File: src/rtl/layer_input_packer_pkg.sv
// Shared helpers for the channel packer: output-stage state encoding plus
// elaboration-time sizing functions.
package layer_input_packer_pkg;

    typedef enum logic {
        ST_EMPTY = 1'b0,
        ST_FULL  = 1'b1
    } out_state_t;

    function automatic int ceil_div(input int a, input int b);
        return (a + b - 1) / b;
    endfunction

    // Bits needed to hold values 0..v-1 (0 for v <= 1)
    function automatic int clog2(input int v);
        int r;
        int x;
        r = 0;
        x = v - 1;
        while (x > 0) begin
            r = r + 1;
            x = x >> 1;
        end
        return r;
    endfunction

endpackage

File: src/rtl/layer_input_packer.sv
// Packs Pin-channel input beats into full Nin-channel pixels, presents them
// through a one-deep valid/rdy output register and pulses frame_done per h*w pixels.
module layer_input_packer
    import layer_input_packer_pkg::*;
#(
    parameter int Nin       = 3,
    parameter int Pin       = 1,
    parameter int BIT_WIDTH = 8,
    parameter int h         = 5,
    parameter int w         = 5
) (
    input  logic                     clk,
    input  logic                     rst,
    input  logic                     enable,
    input  logic                     in_valid,
    output logic                     in_rdy,
    input  logic [Pin*BIT_WIDTH-1:0] in_data,
    input  logic                     out_rdy,
    output logic                     out_valid,
    output logic [Nin*BIT_WIDTH-1:0] out_data,
    output logic                     frame_done
);

    localparam int TILES = ceil_div(Nin, Pin);
    localparam int NPIX  = h * w;
    localparam int TW    = (clog2(TILES) > 0) ? clog2(TILES) : 1;
    localparam int PW    = (clog2(NPIX) > 0) ? clog2(NPIX) : 1;
    localparam logic [TW-1:0] LAST_TILE = TW'(TILES - 1);
    localparam logic [PW-1:0] LAST_PIX  = PW'(NPIX - 1);

    out_state_t                 state_reg, state_next;
    logic [TW-1:0]              tile_cnt_reg;
    logic [PW-1:0]              pix_cnt_reg;
    logic [BIT_WIDTH-1:0]       asm_reg  [Nin];
    logic [BIT_WIDTH-1:0]       asm_next [Nin];
    logic [Nin*BIT_WIDTH-1:0]   merged_data;
    logic [Nin*BIT_WIDTH-1:0]   out_data_reg;
    logic                       frame_done_reg;

    logic final_tile;
    logic accept;
    logic final_accept;
    logic out_hs;
    logic discard_unused;

    // Lanes beyond the last channel on the final tile are simply never routed
    assign discard_unused = ^in_data;

    assign out_valid    = (state_reg == ST_FULL);
    assign out_data     = out_data_reg;
    assign frame_done   = frame_done_reg;
    assign final_tile   = (tile_cnt_reg == LAST_TILE);
    assign in_rdy       = !rst && enable && !(final_tile && out_valid && !out_rdy);
    assign accept       = in_valid && in_rdy;
    assign final_accept = accept && final_tile;
    assign out_hs       = out_valid && out_rdy;

    // Channel gi arrives on lane gi%Pin of tile gi/Pin; final-tile channels
    // bypass the assembly register and merge straight into the output.
    genvar gi;
    generate
        for (gi = 0; gi < Nin; gi++) begin : g_chan
            localparam int TI = gi / Pin;
            localparam int LI = gi % Pin;
            logic [BIT_WIDTH-1:0] lane;
            assign lane = in_data[LI*BIT_WIDTH +: BIT_WIDTH];
            if (TI == TILES - 1) begin : g_final
                assign asm_next[gi] = asm_reg[gi];
                assign merged_data[gi*BIT_WIDTH +: BIT_WIDTH] = lane;
            end else begin : g_body
                assign asm_next[gi] = (accept && tile_cnt_reg == TW'(TI)) ? lane : asm_reg[gi];
                assign merged_data[gi*BIT_WIDTH +: BIT_WIDTH] = asm_reg[gi];
            end
        end
    endgenerate

    always_comb begin
        state_next = state_reg;
        if (final_accept) begin
            state_next = ST_FULL;
        end else if (out_hs) begin
            state_next = ST_EMPTY;
        end
    end

    always_ff @(posedge clk) begin
        if (rst) begin
            state_reg      <= ST_EMPTY;
            tile_cnt_reg   <= '0;
            pix_cnt_reg    <= '0;
            asm_reg        <= '{default: '0};
            out_data_reg   <= '0;
            frame_done_reg <= 1'b0;
        end else begin
            state_reg      <= state_next;
            asm_reg        <= asm_next;
            frame_done_reg <= out_hs && (pix_cnt_reg == LAST_PIX);
            if (accept) begin
                tile_cnt_reg <= final_tile ? '0 : tile_cnt_reg + 1'b1;
            end
            if (final_accept) begin
                out_data_reg <= merged_data;
            end
            if (out_hs) begin
                pix_cnt_reg <= (pix_cnt_reg == LAST_PIX) ? '0 : pix_cnt_reg + 1'b1;
            end
        end
    end

endmodule

File: config.mk
export PLATFORM = sky130hd
export DESIGN_NAME = layer_input_packer
export DESIGN_NICKNAME = d
export VERILOG_FILES = /design/src/rtl/layer_input_packer_pkg.sv /design/src/rtl/layer_input_packer.sv
export SDC_FILE = /design/constraint.sdc
export NUM_CORES = 1
export LEC_CHECK = 0
export BUFFER_PORTS_ARGS = -buffer_cell sky130_fd_sc_hd__buf_2
export CAP_MARGIN = 0
export CORE_ASPECT_RATIO = 0.9
export CORE_UTILIZATION = 35
export DETAILED_ROUTE_END_ITERATION = 8
export GPL_TIMING_DRIVEN = 0
export PLACE_DENSITY = 0.54
export SETUP_SLACK_MARGIN = 0.3
export SYNTH_ARGS = -nofsm -noshare
export SYNTH_HDL_FRONTEND = slang
export SYNTH_SLANG_ARGS = --single-unit
File: constraint.sdc
create_clock -name clk -period 1.67 [get_ports clk]
set_input_delay 0.167 -clock clk [delete_from_list [all_inputs] [get_ports clk]]
set_output_delay 0.167 -clock clk [all_outputs]
set_load 0.02 [all_outputs]
# After elaboration in Yosys (flattened, before gate mapping)
# Cells that the tools add are included.
op_classes:
  n_reduce_logical: 15
  mux: 4
  n_eq_ne: 3
  add_sub_neg: 2
ops:
  columns: ["cell", "n"]
  rows:
  - ["$logic_and A1 B1 Y1", 10]
  - ["$add A5 B1 Y5 const B", 1]
  - ["$eq A5 B5 Y1 const B", 1]
  - ["$mux W5", 1]
  - ["$logic_not A1 Y1", 3]
  - ["$add A2 B1 Y2 const B", 1]
  - ["$eq A2 B1 Y1 const B", 1]
  - ["$eq A2 B2 Y1 const B", 1]
  - ["$logic_not A2 Y1", 1]
  - ["$mux W1", 2]
  - ["$mux W2", 1]
  - ["$reduce_bool A2 Y1", 1]
totals:
  word_cells: 31
  regBits: 49
  output_inout_bits: 27

# Logic depth before layout (Yosys ltp)
# Gate-level depths: netlist of run 1.
depth:
  word_depth: 8
  ltp_mapped: 6
  ltp_nobuf: 5

# Worst setup path before layout of run 1
# OpenSTA, ideal clock, no wires.
synth_timing:
  path_kind: "register -> register"
  from: "register state_reg, in the netlist out_valid"
  to: "register state_reg, in the netlist out_valid"
  arrival_ps: 1337
  path_stages_with_launch: 6
  required_time_ps: 1604
  period_less_slack_ps: 1402
  path_slack_ps: 268
  path_cell_list: "dfxtp_1 > nor2b_1 > or3_1 > buf_6 > buf_6 > a21oi_2"
synth_between:
  elab_chain_len: 7
synth_lines:
  columns: ["item", "line", "text"]
  rows:
  - ["start: declaration", "layer_input_packer.sv:31", "out_state_t state_reg, state_next;"]
  - ["start signal: assignment", "layer_input_packer.sv:95", "state_reg <= state_next;"]
  - ["$logic_and A1 B1 Y1 (2 in a row)", "layer_input_packer.sv:53", "assign in_rdy = !rst && enable && !(final_tile && out_valid && !out_rdy);"]
  - ["$logic_not A1 Y1", "layer_input_packer.sv:53", null]
  - ["$logic_and A1 B1 Y1", "layer_input_packer.sv:53", null]
  - ["$logic_and A1 B1 Y1", "layer_input_packer.sv:54", "assign accept = in_valid && in_rdy;"]
  - ["$logic_and A1 B1 Y1", "layer_input_packer.sv:55", "assign final_accept = accept && final_tile;"]
  - ["$mux W1 / $reduce_bool A2 Y1 (equally long branches)", null, null]
# Parallel ways exist; a longest one is shown, timed or not.
# A chain may end at the register's enable or synchronous reset.

# Worst setup path after layout of run 1
layout_timing:
  from: "register tile_cnt_reg[0]"
  to: "output port in_rdy"
layout_between:
  elab_chain_len: 5
layout_lines:
  columns: ["item", "line", "text"]
  rows:
  - ["start: declaration", "layer_input_packer.sv:32", "logic [TW-1:0] tile_cnt_reg;"]
  - ["start signal: assignment", "layer_input_packer.sv:99", "tile_cnt_reg <= final_tile ? '0 : tile_cnt_reg + 1'b1;"]
  - ["$eq A2 B2 Y1", "layer_input_packer.sv:52", "assign final_tile = (tile_cnt_reg == LAST_TILE);"]
  - ["$logic_and A1 B1 Y1 (2 in a row)", "layer_input_packer.sv:53", null]
  - ["$logic_not A1 Y1", "layer_input_packer.sv:53", null]
  - ["$logic_and A1 B1 Y1", "layer_input_packer.sv:53", null]
  - ["end: declaration", "layer_input_packer.sv:16", "output logic in_rdy,"]
# No other way between the ends.

==> results of run 1 <==
-- final cells by class --
cell class	instances	area [um2]
inverter	19	71.3
timing repair buffer	46	292
fill	518	2710
multi-input combinational	121	975
sequential	49	987
clock buffer	6	82.6
buffer	19	135
clock inverter	2	13.8
tap	67	83.8
-- worst max-delay path: cells and delay by family (launching register included) --
| kind | cells | cell delay, ps |
|---|---|---|
| buffers and inverters | 2 | 260 |
| AOI/OAI and AO/OA | 1 | 210 |
| DFF | 1 | 330 |
| and+or+nand+nor | 1 | 160 |
-- per-stage QoR --
stage / power [W] / hold WS, ps
after floorplan: 0.00129 / 329
after global routing: 0.00215 / 43.0
final: 0.00207 / 39.5
after detailed placement: 0.00134 / 364
after global placement: 0.00134 / 362
after CTS: 0.00208 / 38.1
-- where the power goes --
group          switching [W]  total, W  internal (W)
clock network       0.000410  0.000747      0.000336
registers         0.00000978   0.00119       0.00118
logic              0.0000852  0.000132     0.0000473
total               0.000505   0.00207       0.00157
-- Yosys cell counts, types with 2 or more instances --
master	count
nand2b_1	2
a31oi_1	2
o21ai_0	8
inv_1	19
nor2_1	3
o311ai_0	24
dfxtp_1	49
buf_6	4
nor4_1	8
nand2_1	13
nand3b_1	3
o21ai_1	18
a21oi_1	3
nand3_1	5
buf_2	2
a31o_2	8
or3_1	4
clkbuf_1	13
ha_1	2
mux2i_1	8
-- logic make-up after synthesis --
family	count (synthesis)
AOI/OAI and AO/OA	66
xor gates and xnor gates	2
adders and majority gates	2
buffers and inverters	38
DFF	49
muxes	8
and+or+nand+nor	43
-- path summary, 6_finish.rpt --
path	start	slack (ps)	end	depth (start not counted)
max	tile_cnt_reg[0]	250	in_rdy	4
min reg2reg	asm_reg[23]	460	out_data[7]	2
max reg2reg	out_valid	280	out_data[3]	5
min	rst	40	out_valid	2
-- cells in the final DEF, fill, tap and decap left out, types with 2 or more instances in the layout --
| cell type | instances |
|---|---|
| buf_4 | 7 |
| inv_1 | 19 |
| o21ai_0 | 6 |
| nand3_1 | 5 |
| clkbuf_8 | 6 |
| nand2_1 | 13 |
| ha_1 | 2 |
| a31o_2 | 8 |
| o21ai_1 | 7 |
| buf_2 | 40 |
| o311ai_0 | 12 |
| or3_1 | 4 |
| buf_6 | 3 |
| clkbuf_1 | 8 |
| mux2i_1 | 8 |
| buf_8 | 2 |
| o311ai_4 | 2 |
| a21oi_1 | 3 |
| clkbuf_2 | 2 |
| o311ai_1 | 4 |
| dfxtp_2 | 2 |
| o311ai_2 | 6 |
| nor4_1 | 8 |
| nor2_1 | 3 |
| dfxtp_1 | 46 |
| o21ai_2 | 14 |
| clkbuf_16 | 2 |
| nand3b_1 | 3 |
| a31oi_1 | 2 |
-- what timing repair did --
action | CTS | global route
pin swaps | 1 | 4
gates resized for setup | 14 | 48
setup endpoints to repair | 26 | 37
gates cloned | 0 | 2
hold endpoints to repair | 0 | 0
setup buffers | 4 | 2
-- routing by layer --
metal | track usage | share of wire | wire [um] | vias up
li1 | - | - | - | 872
met1 | 0.245 | 0.50 | 2510 | 813
met2 | 0.256 | 0.44 | 2180 | 45
met3 | 0.0348 | 0.048 | 241 | 7
met4 | 0.0655 | 0.012 | 59 | 0
met5 | 0 | 0 | 0 | -
==> run_results.csv, run 1 <==
group,metric,value,unit
yosys,synth_area,0.00199,mm2
die,die_h,73.5,um
setup_path,worstPathArrival,1250,ps
placed_design,gp_congestion,0.761,
clock_tree,h-tree-depth,2,
pwr,vdd_drop_max,0.424,mV
routing,routed_wl,4990,um
setup_path,critical_path_class,"reg2out",
grt,grt_use_total,0.173,
cells_and_area,final_area,0.00264,mm2
timing,slew-limit-headroom,0.502,
yosys,synth-xor-area-share,0.00882,
timing,fin_skew,6.43,ps
routing,routedWlPerCell,15.2,um
timing,drv_slew,0,
timing,fmax,0.704,GHz
grt,grt_overflow,0,
die,initial_core_util,0.371,
timing,worst_pin_slew,748,ps
timing,hold_violations,0,
die,rows,25,
timing,setup_violations,0,
die,dieArea,0.00598,mm2
routing,drc,0,
yosys,ys_seq_area_frac,0.494,
yosys,postSynthAreaPerCell,9.55,um2
timing,setup-tns-final,0,ps
yosys,synth-edff-count,0,
die,die_w,81.4,um
yosys,synth.largest_area_cell,"dfxtp_1",
yosys,async_flop_share,0,
die,ios,40,
yosys,ys_seq_elements,49,
timing,rsz0062_at_grt,"true",
yosys,synth_cell_type_count,30,
cells_and_area,layout-drive-gt1-share,0.389,
setup_path,slowest_stage,"dfxtp_2",
die,core,0.00535,mm2
min_path,min_path_type,"in2reg",
yosys,yosysTopAreaCellShare,0.494,
placed_design,dp_hpwl,3300,um
yosys,synth_adder_area_share,0.0126,
pwr,p_leak,1.12,nW
cells_and_area,final_cells,329,
clock_tree,clkLatencyLatePin,310,ps
pwr,p_per_area,785,mW/mm2
clock_tree,tritoncts,"built",
clock_tree,clockBufferDepth,2,
yosys,synth.area.top_cells,"dfxtp_1, o311ai_0, o21ai_1",
placed_design,placed_cell_area,0.00226,mm2
cells_and_area,syn_to_final_growth,32.9,%
clock_tree,clock_sinks,49,
placed_design,pre_cts_slack,115,ps
cells_and_area,diodes,0,
setup_path,cp_max_fo,4,
routing,ant_nets,0,
grt,antenna_found_initial,0,
placed_design,io_buffers,38,
yosys,synthMuxAreaShare,0.0403,
routing,vias,1737,
setup_path,crit_required,1500,ps
placed_design,place_inst,313,
yosys,synthFlopType,"dfxtp_1",
yosys,synth-compound-area-share,0.234,
cells_and_area,largest_register_ffs,24,
clock_tree,cts_inserted_buffers,5,
status,status,"completed",
routing,drt-vias-per-instance,5.28,
cells_and_area,fin_nets,276,
yosys,ys_warn_count,0,
setup_path,max_stage_delay,330,ps
flow_run,cap_violations,0,
yosys,postSynthCellCount,208,
yosys,syn-num-nets,223,
clock_tree,clk_pin_slew,90,ps
timing,finalCriticalPeriod,1420,ps
grt,grt_pass1_wl,7770,um
clock_tree,cts-root-buf,"clkbuf_8",
yosys,synth_top_family_by_area,"compound AO/OA/AOI/OAI gates",
setup_path,start_kind,"flip-flop",
setup_path,critPathCaptureType,"output pin",
timing,fin_crit_sh,0.850,
routing,drtPass1Iterations,4,
yosys,synth-simple-area-share,0.122,
timing,setup_ws,250,ps
routing,drt_iter0_markers,63,
cells_and_area,post-route-util,0.494,
grt,grt_max_degree,16,
clock_tree,holdBufCountCts,0,
setup_path,crit_chain,"nand2b_4 -> buf_8 -> o211a_1 -> buf_6",
grt,first_global_vias,1557,
Power figures use the tool's default switching activity.
==> inputs of run 2 (changes only) <==
==> constraint.sdc (replaced) <==
create_clock -name clk -period 1.4 [get_ports clk]
set_input_delay 0.14 -clock clk [delete_from_list [all_inputs] [get_ports clk]]
set_output_delay 0.14 -clock clk [all_outputs]
set_load 0.02 [all_outputs]
==> run 2 against run 1 <==
Sequential power up 19%. Clock-buffer cell count did not move. Final area is 15% higher. Core utilization grew 7.3 points. Wire length is 6.4% higher. Clock skew grew 3.5 ps. Power rose by 21%. Global-route usage rose by 1.3 points. Critical path depth is the same. Cell count rose by 2.7%. Largest power group unchanged. Highest routed layer unchanged.
==> run_results.csv, run 2 (synthesized netlist as in run 1, its figures left out) <==
group,metric,value,unit
min_path,min_from,"rst",
routing,drc,0,
timing,setup_violations,0,
cells_and_area,final_cells,338,
placed_design,place_inst,313,
die,die_h,73.5,um
cells_and_area,largest_register_ffs,24,
pwr,netSwitchingPower,0.000622,W
timing,fin_skew,9.88,ps
cells_and_area,final_cell_mix,"dfxtp_1, buf_2, inv_1, o21ai_2, buf_6",
cells_and_area,nFillCells,462,
cells_and_area,multi_input_area,0.00122,mm2
cells_and_area,syn_to_final_growth,52.5,%
timing,worst_pin_slew,894,ps
pwr,pwr-share-seq,0.566,
pwr,power_frac_clock,0.352,
clock_tree,clk_pin_slew,100,ps
pwr,p_per_area,829,mW/mm2
setup_path,crit-reg2reg-launch,"tile_cnt_reg[1]",
setup_path,start_kind,"flip-flop",
clock_tree,cts-root-buf,"clkbuf_8",
routing,drt_iter0_markers,68,
min_path,hold_depth,2,
grt,grt_use_total,0.186,
pwr,vdd_drop_max,0.586,mV
timing,hold_violations,0,
pwr,finalPower,0.00251,W
pwr,p_int,0.00189,W
setup_path,cp_max_fo,5,
clock_tree,h-tree-depth,2,
status,status,"completed",
setup_path,critical_path_class,"reg2out",
die,ios,40,
clock_tree,clockBufferDepth,2,
placed_design,gp_congestion,0.759,
timing,setup_ws,13.8,ps
min_path,min_path_type,"in2reg",
routing,drtPass1Iterations,4,
routing,vias,1785,
placed_design,dp_hpwl,3310,um
setup_path,ff2ff_setup_slack,40,ps
clock_tree,clkLatencyLatePin,300,ps
setup_path,crit_required,1260,ps
cells_and_area,layout-drive-gt1-share,0.502,
timing,slew-limit-headroom,0.404,
cells_and_area,diodes,0,
grt,grt_pass1_wl,8420,um
pwr,p_sw_frac,0.248,
grt,grt_max_degree,16,
setup_path,r2r_cells,4,
cells_and_area,final_common_cell,"dfxtp_1",
clock_tree,cts_inserted_buffers,5,
timing,fmax,0.721,GHz
cells_and_area,fin_nets,285,
pwr,p_comb_frac,0.081,
placed_design,io_buffers,38,
die,dieArea,0.00598,mm2
timing,finalCriticalPeriod,1390,ps
die,core,0.00535,mm2
setup_path,critPathCaptureType,"output pin",
grt,first_global_vias,1676,
routing,drt-vias-per-instance,5.28,
timing,drv_slew,0,
placed_design,pre_cts_slack,19.4,ps
die,rows,25,
clock_tree,tritoncts,"built",
setup_path,rr_endpoint,"asm_reg[18]",
min_path,hold_end,"tile_cnt_reg[1]",
routing,routedWlPerCell,15.7,um
grt,grt_overflow,0,
routing,routed_wl,5310,um
clock_tree,clock_sinks,49,
flow_run,cap_violations,0,
grt,antenna_found_initial,0,
setup_path,worstPathArrival,1250,ps
timing,rsz0062_at_grt,"true",
die,die_w,81.4,um
timing,fin_crit_sh,0.990,
routing,ant_nets,0,
die,initial_core_util,0.371,
cells_and_area,regArea,997,um2
timing,setup-tns-final,0,ps
pwr,p_leak,1.23,nW
run 2: cell types whose count changed in the layout (fill, tap and decap cells not counted), moves of 4 or more:
cell,delta
o311ai_2,+5
o21ai_1,+4
o21ai_0,-5
buf_6,+10
a31o_2,-8
o311ai_0,-11
a31o_4,+8
run 2: how the worst max path moves through the flow:
stage	start	end	depth (start not counted)
floorplan	out_valid	out_valid	5
global placement	tile_cnt_reg[0]	out_data[1]	5
detailed placement	tile_cnt_reg[0]	out_data[3]	5
CTS	tile_cnt_reg[0]	in_rdy	4
global route	tile_cnt_reg[0]	in_rdy	4
finish	tile_cnt_reg[0]	in_rdy	4
run 2: area by class of cell:
cell class	instances	share of cell area
Sequential cell	49	0.329
Tap cell	67	0.0277
Multi-Input combinational cell	121	0.402
Timing Repair Buffer	55	0.130
Clock buffer	6	0.0273
Buffer	19	0.0545
Clock inverter	2	0.00454
Inverter	19	0.0244
run 2: metrics by stage:
step / cell area, um2 / util / hold WS, ps
after detailed placement: 2370 / 0.442 / 325
after global placement: 2370 / 0.442 / 320
after CTS: 2850 / 0.532 / 8.47
after floorplan: 2090 / - / 299
after global routing: 3030 / 0.566 / 11.0
final: 3030 / 0.566 / 11.9
run 2: per-layer routing:
layer,GRT usage,part of all wire,wire [um],vias to the layer above
met5,0,0,0,-
met1,0.273,0.51,2730,856
met3,0.0348,0.031,162,5
met2,0.279,0.45,2370,29
li1,-,-,-,895
met4,0.0417,0.0079,42,0
run 2: timing repair:
action                                  CTS  global route
setup buffers                            10             2
cloned                                    3             2
gates resized for setup                  92            32
hold buffers                              0             0
hold endpoints to repair                  0             0
endpoints found under the setup margin   48            50
pin swaps                                22             6
run 2: critical path, cell delays in order, from the launching register on:
cell and delay [ps]:
dfxtp_2 330, nand2b_4 160, buf_8 130, o211a_1 210, buf_6 130
run 2: power by group through the flow:
| stage | Clock [W] | Sequential (W) | Combinational [W] |
|---|---|---|---|
| 2_1_floorplan | 0 | 0.00146 | 0.000104 |
| 3_3_place_gp | 0 | 0.00146 | 0.000158 |
| 3_5_place_dp | 0 | 0.00146 | 0.000157 |
| 4_1_cts | 0.000908 | 0.00142 | 0.000186 |
| 5_1_grt | 0.000965 | 0.00142 | 0.000221 |
| 6_report | 0.000884 | 0.00142 | 0.000205 |
